==> src/rtl/fifo_uart_drain.sv <==
// Drain side of the two-clock FIFO: pops one word at a time on the read clock and
// sends it as an async serial frame (start, LSB-first data, optional even parity, stop).
module fifo_uart_drain #(
    parameter int DATA_SIZE = 4,
    parameter int BAUD_DIV  = 4,
    parameter int PARITY_EN = 0
) (
    input  logic                 clk,
    input  logic                 reset,
    input  logic                 enable,
    input  logic                 fifo_empty,
    input  logic                 fifo_valid,
    input  logic [DATA_SIZE-1:0] fifo_data,
    output logic                 fifo_read,
    output logic                 tx,
    output logic                 busy,
    output logic                 done
);

    localparam int BCW = (BAUD_DIV > 1) ? $clog2(BAUD_DIV) : 1;
    localparam int DCW = (DATA_SIZE > 1) ? $clog2(DATA_SIZE) : 1;
    localparam logic [BCW-1:0] BAUD_LAST = BCW'(BAUD_DIV - 1);
    localparam logic [DCW-1:0] BIT_LAST  = DCW'(DATA_SIZE - 1);

    typedef enum logic [2:0] {
        ST_IDLE, ST_REQ, ST_WAIT, ST_START, ST_DATA, ST_PARITY, ST_STOP
    } state_t;

    state_t               state;
    logic [DATA_SIZE-1:0] shift_reg;
    logic [DATA_SIZE-1:0] shift_next;
    logic                 parity_bit;
    logic [DCW-1:0]       bit_cnt;
    logic [BCW-1:0]       baud_cnt;
    logic                 baud_tick;

    assign shift_next = shift_reg >> 1;
    assign baud_tick  = (baud_cnt == BAUD_LAST);

    // NOTE: every output is loaded on the same edge as the state it belongs to, so
    // all outputs are registered Moore values with no path from any input.
    always_ff @(posedge clk or posedge reset) begin
        if (reset) begin
            state      <= ST_IDLE;
            tx         <= 1'b1;
            fifo_read  <= 1'b0;
            busy       <= 1'b0;
            done       <= 1'b0;
            shift_reg  <= '0;
            parity_bit <= 1'b0;
            bit_cnt    <= '0;
            baud_cnt   <= '0;
        end else begin
            // NOTE: non-blocking throughout, so every branch reads pre-edge values.
            fifo_read <= 1'b0;
            done      <= 1'b0;
            case (state)
                ST_IDLE: begin
                    tx <= 1'b1;
                    if (enable && !fifo_empty) begin
                        state     <= ST_REQ;
                        fifo_read <= 1'b1;
                        busy      <= 1'b1;
                    end
                end
                ST_REQ: state <= ST_WAIT;
                ST_WAIT: begin
                    // Parity is captured here because the shift register is consumed.
                    if (fifo_valid) begin
                        shift_reg  <= fifo_data;
                        parity_bit <= ^fifo_data;
                        baud_cnt   <= '0;
                        tx         <= 1'b0;
                        state      <= ST_START;
                    end
                end
                ST_START: begin
                    if (baud_tick) begin
                        baud_cnt <= '0;
                        bit_cnt  <= '0;
                        tx       <= shift_reg[0];
                        state    <= ST_DATA;
                    end else begin
                        baud_cnt <= baud_cnt + BCW'(1);
                    end
                end
                ST_DATA: begin
                    if (baud_tick) begin
                        baud_cnt  <= '0;
                        shift_reg <= shift_next;
                        if (bit_cnt == BIT_LAST) begin
                            bit_cnt <= '0;
                            if (PARITY_EN != 0) begin
                                tx    <= parity_bit;
                                state <= ST_PARITY;
                            end else begin
                                tx    <= 1'b1;
                                state <= ST_STOP;
                            end
                        end else begin
                            bit_cnt <= bit_cnt + DCW'(1);
                            tx      <= shift_next[0];
                        end
                    end else begin
                        baud_cnt <= baud_cnt + BCW'(1);
                    end
                end
                ST_PARITY: begin
                    if (baud_tick) begin
                        baud_cnt <= '0;
                        tx       <= 1'b1;
                        state    <= ST_STOP;
                    end else begin
                        baud_cnt <= baud_cnt + BCW'(1);
                    end
                end
                ST_STOP: begin
                    if (baud_tick) begin
                        baud_cnt <= '0;
                        tx       <= 1'b1;
                        busy     <= 1'b0;
                        done     <= 1'b1;
                        state    <= ST_IDLE;
                    end else begin
                        baud_cnt <= baud_cnt + BCW'(1);
                    end
                end
                default: begin
                    tx    <= 1'b1;
                    busy  <= 1'b0;
                    state <= ST_IDLE;
                end
            endcase
        end
    end

endmodule

==> config.mk <==
export PLATFORM = sky130hd
export DESIGN_NAME = fifo_uart_drain
export DESIGN_NICKNAME = d
export VERILOG_FILES = /design/src/rtl/fifo_uart_drain.sv
export SDC_FILE = /design/constraint.sdc
export NUM_CORES = 1
export LEC_CHECK = 0
export BUFFER_PORTS_ARGS = -buffer_cell sky130_fd_sc_hd__buf_2
export CORE_MARGIN = 2
export CORE_UTILIZATION = 49
export DETAILED_ROUTE_END_ITERATION = 8
export PLACE_DENSITY = 0.73
export RECOVER_POWER = 25
export SYNTH_ARGS = -nofsm -noshare
export SYNTH_HDL_FRONTEND = slang
export SYNTH_SLANG_ARGS = --single-unit
==> constraint.sdc <==
create_clock -name clk -period 1.5 [get_ports clk]
set_input_delay 0.3 -clock clk [delete_from_list [all_inputs] [get_ports clk]]
set_output_delay 0.3 -clock clk [all_outputs]
set_load 0.05 [all_outputs]
**After elaboration in Yosys (flattened, before gate mapping)**

Index checks and enable logic that the tools add are counted.

- Register bits after elaboration: 15
- Input bits: 9
- Output and inout port bits: 4
- Logic and storage cells: 74

- Add/subtract/negate cells: 2
- Eq/ne operators: 16
- Multiplexer cells: 31
- Bitwise logic cells: 2
- Reductions and logical operators: 15

Operators with widths:

| kind | number |
|---|---|
| 2-to-1 mux 3 bit | 7 |
| one-hot mux 3 bit (7 select lines) | 1 |
| != test 2 bit (second input constant) | 7 |
| 2-to-1 mux 1 bit | 11 |
| 2-to-1 mux 2 bit | 5 |
| == test 3 bit (second input constant) | 3 |
| AND reduction 3 bit | 3 |
| 2-to-1 mux 4 bit | 2 |
| one-hot mux 2 bit (2 select lines) | 2 |
| one-hot mux 4 bit (2 select lines) | 1 |
| AND reduction 7 bit | 1 |
| == test 3 x 2 -> 1 bit (second input constant) | 2 |
| nonzero test 2 bit | 3 |
| one-hot mux 1 bit (5 select lines) | 1 |
| AND reduction 5 bit | 1 |
| OR reduction 5 bit | 1 |
| adder 2 x 1 -> 2 bit (second input constant) | 2 |
| == test 2 bit (second input constant) | 2 |
| OR reduction 4 bit | 1 |
| == test 3 x 1 -> 1 bit (second input constant) | 1 |
| logical NOT 3 bit | 1 |
| one-hot mux 1 bit (3 select lines) | 1 |
| != test 2 x 1 -> 1 bit (second input constant) | 1 |
| NOT 1 bit | 2 |
| other kinds (4) | 4 |

**Logic depth before layout (Yosys ltp)**

Gate-level depths: netlist of the first run.

- Depth in word-level cells: 4
- Depth in mapped cells: 6
- Mapped depth without buffers: 5

**Worst setup path before layout of the first run**

No wires, ideal clock.

- Path type: flip-flop to flip-flop
- Start point: register baud_cnt[0]
- End point: register state[0]
- Setup time: 125 ps
- Data arrival time: 1441 ps
- Data required time: 1375 ps
- Slack: -66 ps
- Stages on the path, launching flop included: 6
- Buffers on the path: 1
- Clock period less this slack: 1566 ps
- Cell sequence: dfrtp_1 ha_1 clkbuf_2 mux2_4 a2bb2oi_2 mux2_4

- Longest elaborated chain between the ends: 3
- Elaborated cells on any way between the ends: 6
- Classes of those cells: 5 x eq/ne; 1 x reduce/logical

Ends and longest elaborated chain:

| item | RTL line | source |
|---|---|---|
| start, declared | 34 | `logic [BCW-1:0] baud_cnt;` |
| start signal, assigned | 84 | `baud_cnt <= baud_cnt + BCW'(1);` |
| start signal, assigned | 105 | `baud_cnt <= baud_cnt + BCW'(1);` |
| start signal, assigned | 114 | `baud_cnt <= baud_cnt + BCW'(1);` |
| == test 2 bit (*) | 38 | `assign baud_tick = (baud_cnt == BAUD_LAST);` |
| != test 2 bit (no source line) | - |  |
| AND reduction 7 bit (no source line) (*) | - |  |
| end signal, assigned | 44 | `state <= ST_IDLE;` |
| end signal, assigned | 61 | `state <= ST_REQ;` |
| end signal, assigned | 66 | `ST_REQ: state <= ST_WAIT;` |
| end, declared | 29 | `state_t state;` |

Mark *: on every way between the ends. The rest lies on a longest branch, timed or not.
A chain may end at the register's enable or synchronous reset.

**Final worst setup path of the first run**

- Start point: register baud_cnt[1]
- End point: register state[0]

The elaborated chain is that of the path after synthesis.

==> results of run 1 <==
-- layout make-up --
class / count / area share
Multi-Input combinational cell: 72 / 0.439
Tap cell: 25 / 0.0280
Clock buffer: 4 / 0.0235
Sequential cell: 15 / 0.338
Inverter: 3 / 0.0101
Timing Repair Buffer: 28 / 0.161
-- stage by stage --
step,total power [µW],worst slack (ns),hold slack [ns],cells,TNS (ns)
finish,2250,0.0359,0.0523,147,0
global route,2430,-0.0220,0.100,147,-0.0465
CTS,2180,0.0130,0.0603,142,0
detailed placement,1940,0.0261,0.387,138,0
global placement,1900,0.0744,0.373,138,0
floorplan,1700,-0.0342,0.201,97,-0.0342
-- placed cells by master (no fill, tap or decap) --
master     instances
buf_4             16
dfrtp_1           13
a21oi_1           12
buf_2             12
nor2_1            11
o21ai_0            8
nand2_1            6
mux2i_1            5
nor3_1             4
nand3b_1           4
nand3_1            3
inv_1              3
clkbuf_4           3
nor2b_1            2
mux2_4             2
nor3b_4            1
a21o_1             1
o211ai_1           1
a21oi_2            1
nand2b_1           1
o2bb2ai_1          1
o22ai_1            1
mux2_2             1
and4b_1            1
o221ai_1           1
a2bb2oi_2          1
a22oi_1            1
ha_2               1
ha_4               1
ha_1               1
dfrtp_2            1
clkbuf_1           1
dfstp_2            1
-- synthesized netlist by cell type --
library cell,number
ha_1,3
mux2_4,2
mux2_2,1
nor2b_1,2
nand2_1,6
mux2i_1,5
dfrtp_1,14
inv_1,3
a21oi_1,12
nand3b_1,4
o2bb2ai_1,1
nor2_1,11
dfstp_2,1
nor3_1,4
a22oi_1,1
nor3b_4,1
a2bb2oi_2,1
nand2b_1,1
a21o_1,1
and4b_1,1
buf_6,3
a21oi_2,1
o22ai_1,1
nand3_1,3
buf_2,3
o221ai_1,1
clkbuf_2,1
o211ai_1,1
o21ai_0,8
-- power groups by stage --
stage	sequential [µW]	combinational (µW)	clock [µW]
after floorplan	791	907	0
after global placement	757	1140	0
after detailed placement	768	1170	0
after CTS	762	1170	248
after global routing	803	1370	264
final	775	1240	239
-- worst max-delay path by stage --
stage	slack, ns	depth (start not counted)	to	startpoint
after floorplan	-0.03	5	state[0]	baud_cnt[0]
after global placement	0.07	4	state[0]	baud_cnt[1]
after detailed placement	0.03	4	state[0]	baud_cnt[1]
after CTS	0.01	4	state[0]	baud_cnt[1]
after global routing	-0.02	4	shift_reg[3]	state[1]
final	0.04	4	state[0]	baud_cnt[1]
-- worst max-delay path: stages, from the launching register on --
cell and delay (ns):
dfrtp_2 0.46, ha_4 0.19, mux2_4 0.26, a2bb2oi_2 0.15, mux2_4 0.30
-- layer usage --
layer / up-vias / global-route usage / share of wire
met3: 4 / 0.0577 / 0.024
met5: - / 0 / 0
met4: 0 / 0.0667 / 0.015
met1: 375 / 0.256 / 0.48
li1: 396 / - / -
met2: 12 / 0.297 / 0.48
-- what timing repair did --
item                                    CTS  global route
setup buffers                             0             5
endpoints found under the setup margin    0             9
resized for setup                         0             3
-- logic make-up (layout without fill, tap and decap cells) --
family,after synthesis,in the layout,share of synthesized area
simple gates,33,33,0.192
compound gates,28,28,0.186
flops,15,15,0.411
buf+inv,10,35,0.0709
mux,8,8,0.0996
fa+ha+maj,3,3,0.0409
==> results by group, run 1 <==
Clock tree
  – Max Buffers Root-to-Sink: 2
  – Clk Latency, worst-skew pair: roughly 0.30 ns
  – Cts hold-fix bufs: 0
  – Root buf cell: clkbuf_4
  – Clock tree sinks: 15
  – CTS tree: yes
  – Clock slew at reported path FFs: 0.09 ns
  – CTS H-tree depth: 1
  – Number of buffers created by CTS: 3

Worst setup path
  – Origin of the critical flop-to-flop path: baud_cnt[1]
  – Crit end category: flop
  – Critical Path RT: 1.69 ns
  – CP startpoint kind: flop
  – Worst EP arrival: 1.66 ns
  – R2R Setup Slk: 0.04 ns
  – Reg-to-Reg End: state[0]
  – Cells on worst reg2reg path: 4
  – Critical path class: reg -> reg
  – Crit path max fanout: 5

Final layout
  – Register Area: 378 µm²
  – Final Util: 0.640
  – Area of the multi-input gates: between 400 and 500 µm²
  – Largest register FFs: 4
  – Layout area overhead: 21.8%
  – ANT cells: 0
  – Share of layout cells above drive strength 1: 0.336
  – Final instance area: around 0.0011 mm²
  – Nets: 135
  – Layout fillers: 147

Timing
  – RSZ-0062 raised after global routing: true
  – Fmax: 683 MHz
  – Measured slew at the worst slew-check pin: slightly below 0.6 ns
  – Worst Clk Skew: 0.00786 ns
  – Slew Viols, Final: 0
  – Max-slew headroom: 0.606
  – Final Cycle Share: 0.976
  – Tmin final: 1.46 ns
  – # setup viols final: 0
  – Final hold violation count: 0

Min path
  – Min-delay worst type: in -> async

Place
  – Post-Place Cell Area: between 0.001 and 0.0015 mm²
  – Port-buffer cells: 12
  – Hpwl dp: about 1400 µm
  – Gpl congestion: roughly 0.80

Floorplanning
  – Core ar.: 0.00175 mm²
  – Horiz. Die Dim: approximately 47 µm
  – Rows: 15
  – Initial Utilization: 0.525
  – Vert. Die Dim: 47.3 µm
  – # IOs: 13
  – Die Area: ~0.0022 mm²

Logic synthesis
  – Area leader, netlist: dfrtp_1
  – Synth top area share: 0.382
  – Synth unique cells: 29
  – Post-Synthesis Cells: 97
  – Synthesized area per cell: 9.45 µm²
  – Post-synthesis sequential area ratio: 0.411
  – Ys Warns: 0
  – Synth Net Count: 109
  – Synth top area cells: dfrtp_1, a21oi_1, mux2i_1
  – Syn Std Cell Area: 917 µm²
  – #FFs+latches synth: 15

Detailed routing
  – Via Count: 787
  – Vias/cell: 5.35
  – Drt pass-1 iters: 4
  – Final ANT Viol Nets: 0
  – Final WL: 1880 µm
  – Initial detailed-routing violation count: 14
  – Drc violations: 0
  – Wire per inst: approximately 13 µm

Global route
  – Initial antenna violation count: 0
  – Largest net degree at the start of global routing: 16
  – Global Route Usage Sum: 0.192
  – First-pass GRT wire length: 2980 µm
  – GRT Residual Overflow: 0
  – Vias in the first global route: around 680

Outcome
  – Outcome: finished, final reports clean

Pwr
  – Power share of the clock group: 0.106
  – Logic pwr share: 0.549
  – Worst vdd ir: 0.00106 V
  – Internal cell power: 1290 µW
  – Seq pwr share: 0.344
  – Switching pwr: 955 µW
  – Pwr Density: roughly 2000 mW/mm²
  – Sw frac: 0.425
  – Leak: 0.000524 µW

Flow run
  – Max-cap violations: 0
Power figures use the tool's default switching activity.
==> inputs of run 2 (changes only) <==
- CORE_UTILIZATION: 49 -> 45
- PLACE_DENSITY: 0.73 -> 0.68
==> results by group, run 2 (synthesis results as in run 1) <==
Clock tree
  – Max Buffers Root-to-Sink: 2
  – Number of buffers created by CTS: 3
  – Clock tree sinks: 15
  – Root buf cell: clkbuf_4
  – CTS H-tree depth: 1
  – CTS tree: yes
  – Clk Latency, worst-skew pair: roughly 0.29 ns
  – Clock slew at reported path FFs: 0.08 ns
  – Cts hold-fix bufs: 0

Final layout
  – ANT cells: 0
  – Largest register FFs: 4
  – Final Util: 0.571
  – Leading cell types in the layout, fill and taps excluded: a21oi_1, dfrtp_1, buf_2, buf_4, nor2_1
  – Layout area overhead: 20.9%
  – Share of layout cells above drive strength 1: 0.322
  – Nets: 131

Detailed routing
  – Via Count: 746
  – Drt pass-1 iters: 5
  – Initial detailed-routing violation count: 19
  – Met3 wire length: 52 µm
  – Final ANT Viol Nets: 0
  – Wire per inst: 11.9 µm
  – Highest Signal Layer: met4
  – Met2 routed WL: 820 µm
  – Met1 wire length: approximately 800 µm
  – Final WL: 1730 µm
  – Drc violations: 0
  – Vias/cell: 5.14

Timing
  – Final hold violation count: 0
  – Measured slew at the worst slew-check pin: ~0.56 ns
  – PnR worst setup slack: 0.0288 ns
  – Slew Viols, Final: 0
  – Tmin final: 1.47 ns
  – Worst Clk Skew: 0.00268 ns
  – Fmax: 680 MHz
  – Max-slew headroom: 0.627
  – # setup viols final: 0
  – Final Cycle Share: 0.981
  – RSZ-0062 raised after global routing: true

Worst setup path
  – Delay-heaviest family, CP: multiplexers
  – Reg-to-Reg End: state[0]
  – Worst path most repeated cell: mux2_4
  – CP bufs+invs: 0
  – Crit path from: baud_cnt[0]
  – Slowest CP cell: dfrtp_1
  – Crit end category: flop
  – Cells on worst reg2reg path: 4
  – Critical Path, Cell by Cell: ha_4 -> mux2_4 -> a2bb2oi_2 -> mux2_4
  – CP startpoint kind: flop
  – Worst EP arrival: 1.65 ns
  – Critical Path RT: approximately 1.7 ns
  – Origin of the critical flop-to-flop path: baud_cnt[0]
  – Critical path's largest stage delay: approximately 0.45 ns
  – Crit path max fanout: 5
  – R2R Setup Slk: 0.03 ns
  – Critical path class: reg -> reg

Global route
  – First-pass GRT wire length: 3060 µm
  – Initial antenna violation count: 0
  – Vias in the first global route: between 700 and 800
  – Largest net degree at the start of global routing: 16
  – Global Route Usage Sum: 0.164
  – GRT Residual Overflow: 0

Pwr
  – Worst vdd ir: 0.00117 V
  – Leak: just over 0.0005 µW
  – Pwr Density: 2010 mW/mm²

Place
  – Gpl congestion: approximately 0.77
  – Port-buffer cells: 12
  – Hpwl dp: 1290 µm
  – Dpl ws: 0.0483 ns

Floorplanning
  – Horiz. Die Dim: ~49 µm
  – Initial Utilization: 0.472
  – # IOs: 13
  – Rows: 16
  – Die Area: between 0.002 and 0.0025 mm²
  – Core ar.: 0.00194 mm²
  – Vert. Die Dim: 49.1 µm

Min path
  – Min-delay worst type: in -> async

Outcome
  – Outcome: finished, final reports clean

Flow run
  – Max-cap violations: 0
-- run 2: cell types whose count changed in the layout (fill, tap and decap cells not counted), sizes merged --
cell  delta
buf      -4
-- run 2: metal layers --
metal / up-vias / track usage
met5: - / 0
met4: 0 / 0.0857
met3: 5 / 0.0215
met2: 11 / 0.279
met1: 348 / 0.201
li1: 382 / -
-- run 2: what timing repair did --
action,CTS,global route
setup buffers,0,3
resized for setup,0,7
endpoints found under the setup margin,0,7
hold endpoints to repair,0,0
-- run 2: cell type report --
| class | instances | area [µm²] |
|---|---|---|
| fillers | 174 | 833 |
| multi-input cells | 72 | 508 |
| flip-flops and latches | 15 | 379 |
| repair buffers | 24 | 150 |
| well taps | 27 | 33.8 |
| clock buffers | 4 | 26.3 |
| inverters | 3 | 11.3 |
-- run 2: worst max-delay path by stage --
| stage | to | slack [ns] | cells after the start |
|---|---|---|---|
| floorplan | state[0] | -0.03 | 5 |
| global placement | state[0] | 0.07 | 4 |
| detailed placement | state[0] | 0.05 | 4 |
| CTS | state[0] | 0.03 | 4 |
| global route | state[0] | -0.003 | 4 |
| finish | state[0] | 0.03 | 4 |
-- run 2: worst reg2reg max path: stages, from the launching register on --
cell and delay [ns]:
dfrtp_1 0.45, ha_4 0.21, mux2_4 0.26, a2bb2oi_2 0.15, mux2_4 0.30
-- run 2: metrics by stage --
step                      hold WS (ns)  setup TNS [ns]  area [µm²]  power (µW)  instances
after floorplan                  0.201         -0.0342         928        1700         97
after global placement           0.376               0        1030        1880        138
after detailed placement         0.383               0        1030        1920        138
after CTS                       0.0721               0        1050        2160        142
after global routing             0.113        -0.00321        1110        2430        145
final                           0.0510               0        1110        2230        145
-- run 2: report_power, final --
part	switching, µW	internal, µW
Clock	127	103
Combinational	625	593
Sequential	197	581
==> inputs of run 3 (changes only) <==
- CELL_PAD_IN_SITES_DETAIL_PLACEMENT: not set -> 0
- CELL_PAD_IN_SITES_GLOBAL_PLACEMENT: not set -> 1
- CORE_UTILIZATION: 45 -> 38
- PLACE_DENSITY: 0.68 -> not set
- PLACE_DENSITY_LB_ADDON: not set -> 0.1
==> results by group, run 3 (synthesis results as in run 1) <==
Final layout
  – Share of layout cells above drive strength 1: 0.331
  – Nets: 131
  – Post-route insts no fill: 146
  – Leading cell types in the layout, fill and taps excluded: a21oi_1, dfrtp_1, buf_2, nor2_1, buf_4
  – Largest register FFs: 4
  – Final instance area: 0.00112 mm²
  – ANT cells: 0
  – Layout fillers: 240
  – Layout area overhead: 22.5%

Place
  – Gpl congestion: 0.705
  – Post-Place Cells: 141
  – Port-buffer cells: 12
  – Hpwl dp: 1330 µm
  – Post-Place Cell Area: 0.00106 mm²
  – Dpl ws: 0.0527 ns

Pwr
  – Internal cell power: 1280 µW
  – Sw frac: 0.427
  – Seq pwr share: 0.345
  – Leak: about 0.00051 µW
  – Pwr Density: 1980 mW/mm²
  – Logic pwr share: 0.551
  – Switching pwr: 952 µW
  – Power share of the clock group: 0.104
  – Worst vdd ir: 0.00104 V

Floorplanning
  – # IOs: 13
  – Die Area: 0.00282 mm²
  – Core ar.: 0.00225 mm²
  – Rows: 17
  – Vert. Die Dim: 53.1 µm
  – Initial Utilization: 0.407
  – Horiz. Die Dim: around 53 µm

Detailed routing
  – Drc violations: 0
  – Vias/cell: 5.12
  – Initial detailed-routing violation count: 6
  – Via Count: 748
  – Final ANT Viol Nets: 0
  – Final WL: 1790 µm
  – Wire per inst: between 10 and 15 µm
  – Drt pass-1 iters: 4

Clock tree
  – Clk Latency, worst-skew pair: 0.29 ns
  – CTS tree: yes
  – Root buf cell: clkbuf_4
  – Clock tree sinks: 15
  – Clock slew at reported path FFs: 0.09 ns
  – CTS H-tree depth: 1
  – Number of buffers created by CTS: 3
  – Max Buffers Root-to-Sink: 2

Timing
  – Tmin final: 1.46 ns
  – Tightest hold margin: 0.0539 ns
  – Slew Viols, Final: 0
  – PnR worst setup slack: approximately 0.04 ns
  – Final Cycle Share: 0.973
  – Worst Clk Skew: 0.00859 ns
  – # setup viols final: 0
  – Setup TNS: 0 ns
  – Max-slew headroom: 0.611
  – RSZ-0062 raised after global routing: false
  – Final hold violation count: 0
  – Fmax: 685 MHz
  – Measured slew at the worst slew-check pin: 0.582 ns

Global route
  – Vias in the first global route: approximately 700
  – GRT Residual Overflow: 0
  – Largest net degree at the start of global routing: 16
  – Global Route Usage Sum: 0.152
  – First-pass GRT wire length: 3110 µm
  – Initial antenna violation count: 0

Worst setup path
  – Critical path class: reg -> reg
  – Crit path max fanout: 5
  – CP bufs+invs: 0
  – Worst EP arrival: roughly 1.6 ns
  – Critical Path RT: 1.68 ns
  – Critical path's largest stage delay: 0.47 ns
  – Crit end category: flop
  – Worst path most repeated cell: mux2_4
  – CP startpoint kind: flop
  – Slowest CP cell: dfrtp_2
  – Delay-heaviest family, CP: multiplexers
  – Critical Path, Cell by Cell: ha_4 -> mux2_4 -> a2bb2oi_2 -> mux2_4

Outcome
  – Outcome: finished, final reports clean

Min path
  – Min-delay worst type: in -> async

Flow run
  – Max-cap violations: 0
## run 3: worst register-to-register path, cell delays in order, from the launching register on
cell,delay (ns)
dfrtp_2,0.47
ha_4,0.19
mux2_4,0.26
a2bb2oi_2,0.15
mux2_4,0.30
## run 3: area by class of cell
cell class	instances	area, µm²	area share
multi-input cells	72	508	0.452
flip-flops and latches	15	379	0.337
repair buffers	24	163	0.145
well taps	28	35.0	0.0312
clock buffers	3	22.5	0.0200
inverters	3	11.3	0.0100
clock inverters	1	5.00	0.00445
## run 3: per-stage QoR
stage	utilization	total power (µW)
finish	0.498	2230
global placement	0.468	1920
detailed placement	0.468	1940
CTS	0.481	2170
global route	0.498	2450
floorplan	-	1700
## run 3: power groups by stage
stage / Combinational [µW] / Sequential, µW / Clock, µW
floorplan: 907 / 791 / 0
finish: 1230 / 770 / 231
global placement: 1170 / 748 / 0
detailed placement: 1180 / 755 / 0
global route: 1390 / 804 / 257
CTS: 1190 / 746 / 238
## run 3: final timing paths
path / startpoint / to / slack, ns / cells past startpoint
min reg2reg: bit_cnt[0] / bit_cnt[0] / 0.52 / 1
max: baud_cnt[1] / state[0] / 0.04 / 4
max in group asynchronous: reset / baud_cnt[1] / 1.02 / 2
min in group clk: fifo_data[3] / shift_reg[3] / 0.24 / 3
min: reset / bit_cnt[1] / 0.05 / 2
max reg2reg: baud_cnt[1] / state[0] / 0.04 / 4
## run 3: layer usage
layer | up-vias | GRT usage | share of wire
met4 | 0 | 0.0641 | 0.018
met3 | 5 | 0.0169 | 0.030
met2 | 13 | 0.238 | 0.46
met1 | 347 | 0.212 | 0.50
met5 | - | 0 | 0
li1 | 383 | - | -
## run 3: repair_timing
action,in CTS,in global routing
setup buffers,0,1
resized for setup,0,6
hold buffers,0,0
endpoints found under the hold margin,0,0
endpoints found under the setup margin,0,5
